--- src/rtl/serial_arith_pkg.sv ---
// rtl/serial_arith_pkg.sv - shared types and constants for the bit-serial arithmetic blocks
//
// Purpose : FSM state encoding and default operand width used by the serial
//           subtractor and its companions.
// Contents: state_t {IDLE, SHIFT, DONE}, DEFAULT_WIDTH.
package serial_arith_pkg;

  typedef enum logic [1:0] {
    IDLE  = 2'd0,
    SHIFT = 2'd1,
    DONE  = 2'd2
  } state_t;

  localparam int DEFAULT_WIDTH = 4;

endpackage

--- src/rtl/full_subtractor.sv ---
// rtl/full_subtractor.sv - one-bit combinational full subtractor cell
//
// Purpose : computes a - b - bin for a single bit position.
// Ports   : a, b, bin (in)  - minuend bit, subtrahend bit, borrow-in
//           d (out)          - difference bit
//           bout (out)       - borrow-out
module full_subtractor (
  input  logic a,
  input  logic b,
  input  logic bin,
  output logic d,
  output logic bout
);

  assign d    = a ^ b ^ bin;
  // Borrow when b exceeds a outright, or when a and b are equal and a borrow is pending.
  assign bout = (~a & b) | (~(a ^ b) & bin);

endmodule

--- src/rtl/serial_subtractor_4_bit.sv ---
// rtl/serial_subtractor_4_bit.sv - bit-serial subtractor D = A - B - Bin, LSB first
//
// Purpose : processes one bit per clock through a single full_subtractor cell,
//           carrying the borrow in a flop, framed by a start/busy/done handshake.
// Ports   : clk          (in)  rising-edge clock
//           rst_n        (in)  synchronous active-low reset
//           start        (in)  request, sampled only in IDLE
//           A, B [W]     (in)  minuend / subtrahend, captured on accepted start
//           Bin          (in)  borrow-in, captured on accepted start
//           busy         (out) high while bits are being processed
//           done         (out) single-cycle completion pulse
//           D [W]        (out) registered difference, held until next completion
//           Bout         (out) registered borrow-out
import serial_arith_pkg::*;

module serial_subtractor_4_bit #(
  parameter int WIDTH = DEFAULT_WIDTH
) (
  input  logic             clk,
  input  logic             rst_n,
  input  logic             start,
  input  logic [WIDTH-1:0] A,
  input  logic [WIDTH-1:0] B,
  input  logic             Bin,
  output logic             busy,
  output logic             done,
  output logic [WIDTH-1:0] D,
  output logic             Bout
);

  // Counter only needs to index bits 0..WIDTH-1; it is cleared on completion
  // rather than wrapping, so no extra headroom bit is required.
  localparam int CW = (WIDTH > 1) ? $clog2(WIDTH) : 1;
  localparam logic [CW-1:0] LAST_BIT = CW'(WIDTH - 1);

  state_t           r_state;
  logic [CW-1:0]    r_cnt;
  logic [WIDTH-1:0] r_a_sh;
  logic [WIDTH-1:0] r_b_sh;
  logic [WIDTH-1:0] r_work;
  logic             r_borrow;
  logic [WIDTH-1:0] r_d;
  logic             r_bout;
  logic             r_busy;
  logic             r_done;

  logic             w_diff;
  logic             w_bout;
  logic [WIDTH-1:0] w_work_next;

  full_subtractor u_fs (
    .a    (r_a_sh[0]),
    .b    (r_b_sh[0]),
    .bin  (r_borrow),
    .d    (w_diff),
    .bout (w_bout)
  );

  // Difference bits enter at the MSB and move down, so after WIDTH shifts
  // bit 0 of the result sits at the LSB.
  assign w_work_next = {w_diff, r_work[WIDTH-1:1]};

  always_ff @(posedge clk) begin
    if (!rst_n) begin
      r_state  <= IDLE;
      r_cnt    <= '0;
      r_a_sh   <= '0;
      r_b_sh   <= '0;
      r_work   <= '0;
      r_borrow <= 1'b0;
      r_d      <= '0;
      r_bout   <= 1'b0;
      r_busy   <= 1'b0;
      r_done   <= 1'b0;
    end else begin
      case (r_state)
        IDLE: begin
          r_done <= 1'b0;
          if (start) begin
            r_a_sh   <= A;
            r_b_sh   <= B;
            // Borrow-in seeds the borrow flop so bit 0 needs no special case.
            r_borrow <= Bin;
            r_work   <= '0;
            r_cnt    <= '0;
            r_busy   <= 1'b1;
            r_state  <= SHIFT;
          end
        end

        SHIFT: begin
          r_a_sh   <= r_a_sh >> 1;
          r_b_sh   <= r_b_sh >> 1;
          r_work   <= w_work_next;
          r_borrow <= w_bout;
          r_cnt    <= r_cnt + 1'b1;
          if (r_cnt == LAST_BIT) begin
            r_d     <= w_work_next;
            r_bout  <= w_bout;
            r_cnt   <= '0;
            r_busy  <= 1'b0;
            r_done  <= 1'b1;
            r_state <= DONE;
          end
        end

        DONE: begin
          r_done  <= 1'b0;
          r_state <= IDLE;
        end

        default: begin
          r_busy  <= 1'b0;
          r_done  <= 1'b0;
          r_state <= IDLE;
        end
      endcase
    end
  end

  assign busy = r_busy;
  assign done = r_done;
  assign D    = r_d;
  assign Bout = r_bout;

endmodule

--- config.mk ---
export PLATFORM = sky130hd
export DESIGN_NAME = serial_subtractor_4_bit
export DESIGN_NICKNAME = d
export VERILOG_FILES = /design/src/rtl/serial_arith_pkg.sv /design/src/rtl/full_subtractor.sv /design/src/rtl/serial_subtractor_4_bit.sv
export SDC_FILE = /design/constraint.sdc
export NUM_CORES = 1
export LEC_CHECK = 0
export ABC_CLOCK_PERIOD_IN_PS = 1650
export BUFFER_PORTS_ARGS = -buffer_cell sky130_fd_sc_hd__buf_2
export CAP_MARGIN = 20
export CELL_PAD_IN_SITES_DETAIL_PLACEMENT = 0
export CELL_PAD_IN_SITES_GLOBAL_PLACEMENT = 2
export CORE_MARGIN = 2
export CORE_UTILIZATION = 32
export CTS_CLUSTER_DIAMETER = 80
export DETAILED_ROUTE_END_ITERATION = 8
export PLACE_DENSITY_LB_ADDON = 0.3
export SKIP_CTS_REPAIR_TIMING = 1
export SLEW_MARGIN = 0
export SYNTH_ARGS = -nofsm -noshare
export SYNTH_HDL_FRONTEND = slang
export SYNTH_HIERARCHICAL = 1
export SYNTH_SLANG_ARGS = --single-unit
--- constraint.sdc ---
create_clock -name clk -period 1.65 [get_ports clk]
set_input_delay 0.33 -clock clk [delete_from_list [all_inputs] [get_ports clk]]
set_output_delay 0.33 -clock clk [all_outputs]
set_load 0.01 [all_outputs]
==> results.yml <==
sta:
  finClkSkew_ns: 0.00294
  slew_headroom_pct: 70.9
  rsz0062_at_grt: "no"
  finalSetupTns_ns: 0
  max_freq_mhz: 734
  fin_crit_ns: 1.36
  hold_viol_final: 0
  finalCritPeriodShare_pct: 82.6
  worst_pin_slew_ns: 0.436
  timing.final.max_slew_violations: 0
  setup_violations: 0
routing:
  wl_per_cell_um: 12.3
  drcViolationCount: 0
  drtPass1Iterations: 4
  viasPerCell: 4.89
  ant_nets: 0
  drtIter0Drc: 32
  drt_wl_total_um: 1850
  vias: 739
die:
  row_count: 20
  core_um2: 3000
  die_w_um: 59.8
  fp.dieH_um: 59.8
  die_area_um2: 3580
  io_pins: 19
  initial_utilization_pct: 33.2
final_layout:
  final_common_cell: "dfxtp_1"
  drive_gt1_share_pct: 19.5
  diodes: 0
  area_delta_synth_final_pct: 11.7
  final_cells: 151
  final_cell_mix: "dfxtp_1 (23), buf_2 (18), a21oi_1 (8), nor2b_1 (8)"
  nFillCells: 321
  fin_nets: 134
synthesis:
  synth_cell_types: 24
  ys_ff_latch: 23
  ys_warn_count: 6
  syn_area_um2: 997
  ys_seq_area_share_pct: 46.2
  yosys-top-cells-area: "dfxtp_1 (46%), mux2i_1 (7.0%), a22oi_1 (5.3%), nor2b_1 (5.0%), a21oi_1 (4.0%)"
  netlist_instances: 102
  synth_nets: 117
  yosysTopAreaCell: "dfxtp_1"
  synth.top_cell.area_share_pct: 46.2
  syn_area_per_cell_um2: 9.78
global_routing:
  overflow: 0
  antenna_found_initial: 0
  grt_pass1_wl_um: 3170
  grt_usage_pct: 12.0
  grt_pass1_vias: 687
  grt_max_degree: 24
power_and_ir_drop:
  ir_worst_vdd_mv: 0.252
  p_leak_nw: 0.476
  power.density_nw_per_um2: 875
clock_tree:
  clk_latency_ns: 0.30
  cts_tree: "done"
  root_buffer: "clkbuf_4"
  h-tree-depth: 1
  cts_buffers: 3
  path_clk_slew_ns: 0.12
  cts.sinks: 23
  cts_buffer_depth: 2
outcome:
  status: "finished clean"
hold_path:
  hold-path-endpoint: "r_b_sh[3]"
  min_path_type: "in -> reg"
  whs_path_depth: 3
  worstHoldStart: "B[3]"
setup_path:
  crit_required_ns: 1.84
  r2r_end: "r_a_sh[0]"
  worstSetupStartpointType: "flip-flop"
  crit_fanout: 9
  reg2reg_from: "r_state[1]"
  r2r_slack_ns: 0.29
  end_kind: "flip-flop"
  crit_type: "reg -> reg"
  cp_data_arrival_time_ns: 1.55
  reg2reg_depth: 3
place:
  gp_congestion: 0.672
  dp_cells: 147
  hpwl_um: 1290
  portBuffers: 18
flow_run:
  maxCapViolCount: 0
==> power by group <==
part	internal [mW]	switching, mW	total, mW
Sequential	0.582	0.0190	0.601
Combinational	0.0548	0.0605	0.115
Clock	0.0943	0.164	0.258
Total	0.731	0.243	0.974
==> cell families (layout without fill, tap and decap cells) <==
| logic type | Yosys count | count (layout) | synth area share, % |
|---|---|---|---|
| adder cells (fa/ha/maj) | 3 | 3 | 4.52 |
| AO/OA/AOI/OAI | 30 | 30 | 19.8 |
| buffers and inverters | 11 | 27 | 6.02 |
| AND/OR/NAND/NOR | 28 | 28 | 16.4 |
| multiplexers | 7 | 7 | 7.03 |
| flip-flops | 23 | 23 | 46.2 |
==> how the worst max path moves through the flow <==
stage                          start        end  depth (start not counted)  slack [ns]
after global placement    r_state[1]  r_a_sh[0]                          3        0.33
after global routing      r_state[1]  r_a_sh[1]                          3        0.12
after floorplan            r_b_sh[0]  r_work[3]                          4        0.50
final                     r_state[1]  r_a_sh[0]                          3        0.29
after CTS                 r_state[1]  r_a_sh[0]                          3        0.26
after detailed placement  r_state[1]  r_a_sh[0]                          3        0.29
==> per-stage QoR <==
step | power (mW) | cell area [um^2] | hold WS (ns) | worst slack [ns] | utilization, %
floorplan | 0.701 | 997 | 0.452 | 0.502 | -
global placement | 0.728 | 1090 | 0.452 | 0.328 | 36.2
detailed placement | 0.730 | 1090 | 0.456 | 0.286 | 36.2
CTS | 0.995 | 1110 | 0.268 | 0.257 | 37.1
global route | 1.04 | 1110 | 0.253 | 0.116 | 37.1
finish | 0.974 | 1110 | 0.282 | 0.287 | 37.1
==> metal layers <==
layer | global-route usage (%) | vias to the layer above | wire, um
li1 | - | 389 | -
met1 | 15.4 | 336 | 919
met2 | 18.3 | 10 | 854
met3 | 2.60 | 4 | 49
met4 | 6.98 | 0 | 29
met5 | 0 | - | 0
==> cell usage after synthesis <==
cell      instances
dfxtp_1          23
a21oi_1           8
nor2b_1           8
a22oi_1           7
mux2i_1           7
o21ai_0           7
nand2_1           6
a21boi_0          5
inv_1             5
nand3_1           5
buf_4             3
nor3b_1           3
clkbuf_1          2
ha_1              2
nand2b_1          2
and3_1            1
buf_6             1
fa_1              1
nand3b_1          1
nor2_1            1
nor2b_4           1
o211a_1           1
o21bai_2          1
o221a_1           1
==> critical path, stage by stage, from the launching register on <==
cell	delay, ns
dfxtp_1	0.52
nand2b_1	0.41
mux2i_1	0.23
a21oi_1	0.08
==> sequential cells by signal, indices dropped and copies added, names as in the netlist <==
register	cells
r_borrow	1
done	1
r_cnt	2
busy	1
r_b_sh	4
r_state	2
r_a_sh	4
D	4
r_work	3
Bout	1
==> layout make-up <==
| cell class | instances | area [um^2] | area share [%] |
|---|---|---|---|
| repair buffers | 18 | 90.1 | 8.09 |
| clock buffers | 4 | 26.3 | 2.36 |
| flip-flops and latches | 23 | 460 | 41.3 |
| multi-input cells | 68 | 477 | 42.8 |
| inverters | 5 | 18.8 | 1.69 |
| well taps | 33 | 41.3 | 3.71 |
No activity file was read; power rests on OpenSTA's default activity.
